--- src/rtl/dsi_sched_pkg.sv ---
// dsi_sched_pkg: shared state, source-select and mode encodings for the DSI TX packet scheduler.
package dsi_sched_pkg;

    typedef enum logic [2:0] {IDLE, ARB, START, TX, GAP} state_t;

    typedef enum logic {SRC_VID, SRC_CMD} src_t;

    localparam logic MODE_HS = 1'b0;
    localparam logic MODE_LP = 1'b1;

endpackage

--- src/rtl/dsi_sched_wdog.sv ---
// dsi_sched_wdog: loadable down-counter shared by the inter-packet gap and the TX stall watchdog.
module dsi_sched_wdog #(
    parameter int W = 11
) (
    input  logic         clk_sys,
    input  logic         rst_n,
    input  logic         load,
    input  logic [W-1:0] load_val,
    output logic         done
);

    logic [W-1:0] cnt;

    always_ff @(posedge clk_sys or negedge rst_n)
        if (!rst_n)
            cnt <= '0;
        else if (load)
            cnt <= load_val;
        else if (cnt != '0)
            cnt <= cnt - 1'b1;

    assign done = cnt == '0;

endmodule

--- src/rtl/dsi_tx_packet_scheduler.sv ---
// dsi_tx_packet_scheduler: arbitrates video and command packets onto the DSI lanes packet write interface,
// with inter-packet gap, command anti-starvation and stall abort.
module dsi_tx_packet_scheduler
    import dsi_sched_pkg::*;
#(
    parameter int GAP_CYCLES     = 8,
    parameter int STARVE_LIMIT   = 4,
    parameter int TIMEOUT_CYCLES = 1024
) (
    input  logic        clk_sys,
    input  logic        rst_n,
    input  logic        enable,
    input  logic        lanes_ready,
    input  logic        vid_valid,
    input  logic [31:0] vid_data,
    input  logic [3:0]  vid_strb,
    input  logic        vid_last,
    output logic        vid_ack,
    input  logic        cmd_valid,
    input  logic [31:0] cmd_data,
    input  logic [3:0]  cmd_strb,
    input  logic        cmd_lp,
    input  logic        cmd_last,
    output logic        cmd_ack,
    output logic [31:0] lanes_write_data,
    output logic [4:0]  lanes_write_strb,
    output logic        lanes_write_rqst,
    output logic        lanes_last_word,
    input  logic        lanes_data_rqst,
    output logic        busy,
    output logic        grant_cmd,
    output logic        err_underrun,
    output logic        err_timeout
);

    localparam int CW = $clog2((TIMEOUT_CYCLES > GAP_CYCLES ? TIMEOUT_CYCLES : GAP_CYCLES) + 1);

    state_t        state, next;
    src_t          src;
    logic          mode;
    logic [3:0]    starve;
    logic          done, load;
    logic [CW-1:0] load_val;
    logic          s_valid, s_last, grant_c, underrun, timeout, live, ack;

    assign s_valid  = src == SRC_CMD ? cmd_valid : vid_valid;
    assign s_last   = src == SRC_CMD ? cmd_last : vid_last;
    assign grant_c  = cmd_valid && (starve == 4'(STARVE_LIMIT) || !vid_valid);
    assign underrun = state == TX && lanes_ready && lanes_data_rqst && !s_valid;
    assign timeout  = state == TX && lanes_ready && !lanes_data_rqst && done;
    assign live     = state == START || state == TX;
    assign ack      = state == TX && lanes_ready && lanes_data_rqst && s_valid;

    always_ff @(posedge clk_sys or negedge rst_n)
        if (!rst_n)
            state <= IDLE;
        else
            state <= next;

    always_comb begin
        next = state;
        case (state)
            IDLE:    next = enable && lanes_ready && done ? ARB : IDLE;
            ARB:     next = cmd_valid || vid_valid ? START : IDLE;
            START:   next = lanes_ready ? TX : GAP;
            TX:      next = !lanes_ready || underrun || timeout || (lanes_data_rqst && s_last) ? GAP : TX;
            GAP:     next = done ? IDLE : GAP;
            default: next = IDLE;
        endcase
    end

    always_comb begin
        busy             = live;
        lanes_write_rqst = state == START;
        lanes_write_data = live ? (src == SRC_CMD ? cmd_data : vid_data) : '0;
        lanes_write_strb = live ? {mode, src == SRC_CMD ? cmd_strb : vid_strb} : '0;
        lanes_last_word  = live && s_last;
        vid_ack          = ack && src == SRC_VID;
        cmd_ack          = ack && src == SRC_CMD;
        grant_cmd        = src == SRC_CMD;
    end

    // One counter: loaded with the gap on any entry to GAP, with the watchdog on TX entry and every word request.
    assign load     = (next == GAP && state != GAP) || (state == START && next == TX) ||
                      (state == TX && next == TX && lanes_data_rqst);
    assign load_val = next == GAP ? CW'(GAP_CYCLES) : CW'(TIMEOUT_CYCLES - 1);

    dsi_sched_wdog #(.W(CW)) u_wdog (
        .clk_sys  (clk_sys),
        .rst_n    (rst_n),
        .load     (load),
        .load_val (load_val),
        .done     (done)
    );

    always_ff @(posedge clk_sys or negedge rst_n)
        if (!rst_n) begin
            src    <= SRC_VID;
            mode   <= MODE_HS;
            starve <= '0;
        end else if (state == ARB) begin
            if (grant_c) begin
                src    <= SRC_CMD;
                mode   <= cmd_lp ? MODE_LP : MODE_HS;
                starve <= '0;
            end else if (vid_valid) begin
                src    <= SRC_VID;
                mode   <= MODE_HS;
                starve <= cmd_valid && starve != 4'(STARVE_LIMIT) ? starve + 1'b1 : starve;
            end
        end

    always_ff @(posedge clk_sys or negedge rst_n)
        if (!rst_n) begin
            err_underrun <= 1'b0;
            err_timeout  <= 1'b0;
        end else begin
            err_underrun <= (err_underrun && enable) || underrun;
            err_timeout  <= (err_timeout && enable) || timeout;
        end

endmodule

--- config.mk ---
export PLATFORM = sky130hd
export DESIGN_NAME = dsi_tx_packet_scheduler
export DESIGN_NICKNAME = d
export VERILOG_FILES = /design/src/rtl/dsi_sched_pkg.sv /design/src/rtl/dsi_sched_wdog.sv /design/src/rtl/dsi_tx_packet_scheduler.sv
export SDC_FILE = /design/constraint.sdc
export NUM_CORES = 1
export LEC_CHECK = 0
export CAP_MARGIN = 0
export CORE_MARGIN = 2
export CORE_UTILIZATION = 32
export CTS_BUF_LIST = sky130_fd_sc_hd__clkbuf_2 sky130_fd_sc_hd__clkbuf_4 sky130_fd_sc_hd__clkbuf_8
export DETAILED_ROUTE_END_ITERATION = 6
export PLACE_DENSITY_LB_ADDON = 0.05
export SLEW_MARGIN = 10
export SYNTH_ARGS = -nofsm -noshare
export SYNTH_HDL_FRONTEND = slang
export SYNTH_SLANG_ARGS = --single-unit
--- constraint.sdc ---
create_clock -name clk_sys -period 1.72 [get_ports clk_sys]
set_input_delay 0.43 -clock clk_sys [delete_from_list [all_inputs] [get_ports clk_sys]]
set_output_delay 0.43 -clock clk_sys [all_outputs]
set_load 0.005 [all_outputs]
# After elaboration in Yosys (flattened, before gate mapping)
# Index checks and enable logic that the tools add are counted.
dict set report word_totals {
  register_bits 22
  input_bits 82
  out_inout_bits 45
  elab_cells 83
}
dict set report classes {
  addsub 2
  eq_ne 9
  n_mux 22
  n_bitwise 1
  n_reduce_logical 42
}
# op count
set op_table {}
lappend op_table {{two-way mux 32 bit} 2}
lappend op_table {{two-way mux 11 bit} 2}
lappend op_table {{logical AND 1 bit} 20}
lappend op_table {{two-way mux 4 bit} 4}
lappend op_table {{case mux 3 bit (5 select lines)} 1}
lappend op_table {{logical NOT 11 bit} 1}
lappend op_table {{nonzero test 11 bit} 1}
lappend op_table {{subtractor 11 x 1 -> 11 bit, second input constant} 1}
lappend op_table {{logical OR 1 bit} 10}
lappend op_table {{two-way mux 10 bit} 1}
lappend op_table {{equality test 3 x 2 -> 1 bit, second input constant} 3}
lappend op_table {{two-way mux 3 bit} 3}
lappend op_table {{two-way mux 1 bit} 7}
lappend op_table {{equality test 3 bit, second input constant} 2}
lappend op_table {{nonzero test 2 bit} 3}
lappend op_table {{two-way mux 5 bit} 1}
lappend op_table {{adder 4 x 1 -> 4 bit, second input constant} 1}
lappend op_table {{equality test 4 x 3 -> 1 bit, second input constant} 1}
lappend op_table {{logical NOT 1 bit} 4}
lappend op_table {{!= test 4 x 3 -> 1 bit, second input constant} 1}
lappend op_table {{equality test 3 x 1 -> 1 bit, second input constant} 1}
lappend op_table {{logical NOT 3 bit} 1}
lappend op_table {{!= test 3 bit, second input constant} 1}
lappend op_table {{AND reduction 3 bit} 1}
lappend op_table {{other kinds (3)} 3}

# Depth between registers and ports, before layout
dict set report logic_depth {
  ltp_word 14
  depth_mapped 6
  depth_no_buf 6
}

# By module
# Synthesis repeated with hierarchy kept, for this count alone.
dict set report hier_totals {
  hier_cells 214
  area_unflattened_um2 1824.2
}
# module instances cells_per_inst area_per_inst_um2
set by_module_without_submodules {}
lappend by_module_without_submodules {dsi_tx_packet_scheduler 1 151 1197.4}
lappend by_module_without_submodules {dsi_sched_wdog 1 63 626.9}

# Worst setup path after synthesis
# OpenSTA, ideal clock, no wires.
dict set report synth_path {
  kind {register -> register}
  from {register u_wdog.cnt[6]}
  to {register u_wdog.cnt[1]}
  setup_ps 78
  arrival_ps 1769
  t_required_ps 1642
  slack_ps -127
  path_stages_with_launch 5
  n_path_buf 0
  period_less_slack_ps 1847
  cell_sequence {dfrtp_1 > or4_4 > nor4b_4 > mux2_1 > a21oi_1}
}
dict set report synth_via {
  elab_chain_len 11
}
# element line_no
set synth_rtl {}
lappend synth_rtl {{start: declaration} dsi_sched_wdog.sv:12} ;# logic [W-1:0] cnt;
lappend synth_rtl {{start signal: assignment} dsi_sched_wdog.sv:18} ;# cnt <= load_val;
lappend synth_rtl {{start signal: assignment} dsi_sched_wdog.sv:20} ;# cnt <= cnt - 1'b1;
lappend synth_rtl {{logical NOT 11 bit} dsi_sched_wdog.sv:22} ;# assign done = cnt == '0;
lappend synth_rtl {{logical AND 1 bit} dsi_tx_packet_scheduler.sv:50} ;# assign timeout = state == TX && lanes_ready && !lanes_data_rqst && done;
lappend synth_rtl {{logical OR 1 bit (2 in a row)} dsi_tx_packet_scheduler.sv:66} ;# TX: next = !lanes_ready || underrun || timeout || (lanes_data_rqst && s_last) ? GAP : TX;
lappend synth_rtl {{two-way mux 3 bit} dsi_tx_packet_scheduler.sv:66}
lappend synth_rtl {{case mux 3 bit (5 select lines)} dsi_tx_packet_scheduler.sv:62} ;# case (state)
lappend synth_rtl {{equality test 3 bit or equality test 3 x 2 -> 1 bit (tied branches)} {dsi_tx_packet_scheduler.sv:84, dsi_tx_packet_scheduler.sv:86, dsi_tx_packet_scheduler.sv:85}}
lappend synth_rtl {{logical AND 1 bit, on equally long branches} {dsi_tx_packet_scheduler.sv:84, dsi_tx_packet_scheduler.sv:85}}
lappend synth_rtl {{logical OR 1 bit or logical AND 1 bit (tied branches)} {dsi_tx_packet_scheduler.sv:84, dsi_tx_packet_scheduler.sv:85}}
lappend synth_rtl {{logical OR 1 bit} dsi_tx_packet_scheduler.sv:84} ;# assign load = (next == GAP && state != GAP) || (state == START && next == TX) ||
lappend synth_rtl {{two-way mux 11 bit or nonzero test 2 bit (tied branches)} --}
# Several ways; a longest one is shown, not always the timed one.
# A chain may end at the register's enable or synchronous reset.

# Final worst setup path
dict set report layout_path {
  from {register state[2]}
  to {output port vid_ack}
}
dict set report layout_via {
  elab_chain_len 5
}
# element line_no
set layout_rtl {}
lappend layout_rtl {{start: declaration} dsi_tx_packet_scheduler.sv:38} ;# state_t state, next;
lappend layout_rtl {{start signal: assignment} dsi_tx_packet_scheduler.sv:58} ;# state <= next;
lappend layout_rtl {{equality test 3 x 2 -> 1 bit} dsi_tx_packet_scheduler.sv:52} ;# assign ack = state == TX && lanes_ready && lanes_data_rqst && s_valid;
lappend layout_rtl {{logical AND 1 bit (3 in a row)} dsi_tx_packet_scheduler.sv:52}
lappend layout_rtl {{logical AND 1 bit} dsi_tx_packet_scheduler.sv:78} ;# vid_ack = ack && src == SRC_VID;
lappend layout_rtl {{end: declaration} dsi_tx_packet_scheduler.sv:18} ;# output logic vid_ack,
# Every way passes these cells.

==> key figures <==
STA
  – Worst slew pin tran: a little over 300 ps
  – Setup WS post-layout: -194 ps
  – Post-route clock period utilization: 111%
  – Final Hold Vio Count: 0
  – Hold WS: roughly 500 ps
  – Clock skew: approximately 6.7 ps
  – Slew HR: 79.3%
  – Max frequency: approximately 520 MHz
  – RSZ-0062 raised after global routing: true
  – Fin. max-slew vios: 0
  – Crit path time final: around 1900 ps
  – Final-report setup violation count: 53

Cells and area
  – Area Overhead vs Synth: 107%
  – Most frequent cells in the layout: clkdlybuf4s50_1, nor2_1, buf_4, mux2i_1, buf_2
  – Design area: 3630 um^2
  – Antenna diode count: 0
  – Layout cells sized above 1: ~37%
  – Leading cell type in the layout, fill and taps excluded: clkdlybuf4s50_1
  – Nets@finish: 464

Yosys
  – Number of synthesized flops with an enable pin: 0
  – Register area share after synthesis: 31.4%
  – Post-Syn Area per Cell: 8.56 um^2
  – Asr flop ratio synth: 100%
  – Synth unique cells: 43
  – Mux share of post-synthesis cell area: a little under a quarter
  – Register bit total from synthesis: 22
  – XOR/XNOR Fraction of Synth Area: about 4%
  – Complex-gate fraction of the synthesized area: about 11%
  – Top FF cell, synth: dfrtp_1
  – Simple-Gate Fraction of Synth Area: approximately a quarter
  – Post-synthesis net count: 290
  – Adder-Cell Fraction of Synth Area: under 10%
  – Synth Warn #: 0
  – Mapped cell area: 1760 um^2
  – Cells after Synth: about 200
  – Largest family of logic cells by synthesized area: simple AND/OR/NAND/NOR gates

Clock tree
  – Hold buffer count at CTS: 0
  – Clk Latency, worst-skew pair: between 200 and 300 ps
  – CTS tree: done
  – Number of CTS-inserted buffers: 3
  – CTS Sinks: 22
  – Bufs on Longest Clock Path: 2
  – Root Driver: clkbuf_8
  – Clock transition at path regs: 80 ps
  – Max H-tree Level: 1

Detailed routing
  – ANT nets after route: 0
  – Routed WL: around 7000 um
  – TritonRoute pass-1 iters: 4
  – Via/cell ratio: 4.78
  – Initial DRC count: 60
  – Via count: around 2100
  – Wirelength per Cell: between 15 and 20 um
  – Remaining DRCs: 0

Setup path
  – Startpoint Class: flip-flop
  – Critical-path maximum fanout: 2
  – Crit end category: primary output
  – Critical Path RT: roughly 1300 ps
  – WS Path Type: flip-flop to primary output
  – WP data arrival: 1480 ps
  – Worst flop-to-flop path startpoint: u_wdog.cnt[6]$_DFFE_PN0P_
  – Crit-path leading delay family: simple AND/OR/NAND/NOR gates
  – Worst Path Buf+Inv: 3
  – CP startpoint: state[2]$_DFF_PN0_
  – Slowest CP cell: dfrtp_1
  – Slowest cell delay on critical path: around 400 ps
  – Critical path cell sequence: nand2b_4 > inv_4 > nand4_1 > buf_4 > nor3b_2 > buf_2

Global routing
  – Total Routing Usage GR: approximately 22%
  – Initial antenna violation count: 0
  – Grt peak-use layer: met2
  – GR Util met1: between 20% and 30%
  – First-pass GRT wire length: around 11000 um
  – GR Util met2: between 40% and 50%
  – Met3 usage in global routing: between 5 and 6%
  – Largest net degree at the start of global routing: 23
  – Overflow after GRT: 0
  – Vias in the first global route: roughly 2200

Floorplanning
  – Die area: roughly 6000 um^2
  – I/O pin count: approximately 130
  – Die Span Y: slightly below 80 um
  – Die W: approximately 78 um
  – Starting Density: between 30% and 40%
  – CORE AREA: between 5000 and 6000 um^2
  – Rows: 26

Pwr
  – Total Power: roughly 2200 uW
  – Maximum vdd drop: 479 uV
  – Pwr Density: approximately 610 nW/um^2
  – Static Leak: ~0.0016 uW

Flow run
  – Max-cap violations: 0

Worst hold path
  – Worst hold start: mode$_DFFE_PN0P_
  – Hold Crit Class: flip-flop to flip-flop

Place
  – Gpl congestion: around 0.85
  – Post-DP HPWL: about 5300 um
  – Placed Area: about 3400 um^2
  – Port bufs: around 130

Outcome
  – Status: complete, but fails checks
  – Failing checks: negative setup slack
==> worst paths after layout <==
| kind | endpoint | slack, ps | cells past startpoint |
|---|---|---|---|
| max reg2reg | u_wdog.cnt[2]$_DFFE_PN0P_ | -110 | 5 |
| min reg2reg | mode$_DFFE_PN0P_ | 500 | 1 |
| max in group asynchronous | grant_cmd$_DFFE_PN0P_ | 960 | 2 |
| max | vid_ack | -190 | 6 |
| min in group asynchronous | u_wdog.cnt[9]$_DFFE_PN0P_ | 510 | 2 |
| min | mode$_DFFE_PN0P_ | 500 | 1 |
==> metal layers <==
layer	share of wire [%]	vias up
li1	-	1068
met2	54	64
met1	39	995
met4	2.5	0
met3	4.8	14
met5	0	-
==> power breakdown <==
group / total [uW] / leakage, uW / internal [uW] / switching [uW]
registers: 728 / 0.000270 / 646 / 81.6
logic: 1120 / 0.00127 / 689 / 429
clock network: 372 / 0.0000288 / 204 / 168
==> state kept, by name (all words and copies together) (netlist names) <==
signal and count:
err_timeout 1, err_underrun 1, grant_cmd 1, mode 1, starve 4, state 3, u_wdog.cnt 11
==> synth_stat cells, types with 2 or more instances <==
| cell | instances | area, um^2 |
|---|---|---|
| buf_1 | 2 | 7.51 |
| nor4_1 | 3 | 18.8 |
| mux2_2 | 2 | 22.5 |
| buf_2 | 2 | 10.0 |
| nor3_1 | 4 | 20.0 |
| inv_1 | 7 | 26.3 |
| clkbuf_1 | 6 | 22.5 |
| nand3_1 | 3 | 15.0 |
| nor3b_1 | 3 | 22.5 |
| mux2i_1 | 37 | 370 |
| nand2b_1 | 2 | 12.5 |
| xnor2_1 | 8 | 70.1 |
| and2_1 | 2 | 12.5 |
| ha_1 | 3 | 37.5 |
| nand2_1 | 7 | 26.3 |
| nor2_1 | 45 | 169 |
| nand4_1 | 5 | 31.3 |
| dfrtp_1 | 22 | 551 |
| o21ai_0 | 15 | 75.1 |
| or3_2 | 2 | 15.0 |
| a22o_1 | 3 | 26.3 |
==> cell type report <==
type / instances / area [um^2]
clock buffers: 4 / 55.1
multi-input cells: 165 / 1270
well taps: 70 / 87.6
flip-flops and latches: 22 / 552
fillers: 460 / 1580
repair buffers: 180 / 1630
inverters: 7 / 28.8
==> timing repair <==
| item | CTS | global route |
|---|---|---|
| resized for setup | 182 | 42 |
| pin swaps | 16 | 7 |
| gates cloned | 4 | 0 |
| setup endpoints to repair | 56 | 58 |
| buffers inserted | 14 | 4 |
==> metrics by stage <==
stage / utilization, % / setup TNS, ps / worst slack (ps) / cells
CTS: 70.0 / -5130 / -203 / 448
floorplan: - / -152 / -127 / 205
detailed placement: 65.5 / -15610 / -598 / 427
finish: 69.7 / -3490 / -194 / 448
global placement: 65.5 / -15460 / -597 / 427
global route: 69.7 / -7240 / -268 / 448
==> logic make-up (layout without fill, tap and decap cells) <==
| logic type | count (synthesis) | count (layout) |
|---|---|---|
| AO/OA/AOI/OAI | 30 | 30 |
| XOR/XNOR | 8 | 8 |
| adder cells (fa/ha/maj) | 3 | 3 |
| buffers and inverters | 18 | 191 |
| flip-flops | 22 | 22 |
| multiplexers | 40 | 40 |
| AND/OR/NAND/NOR | 84 | 84 |
(Power assumes the default switching activity.)
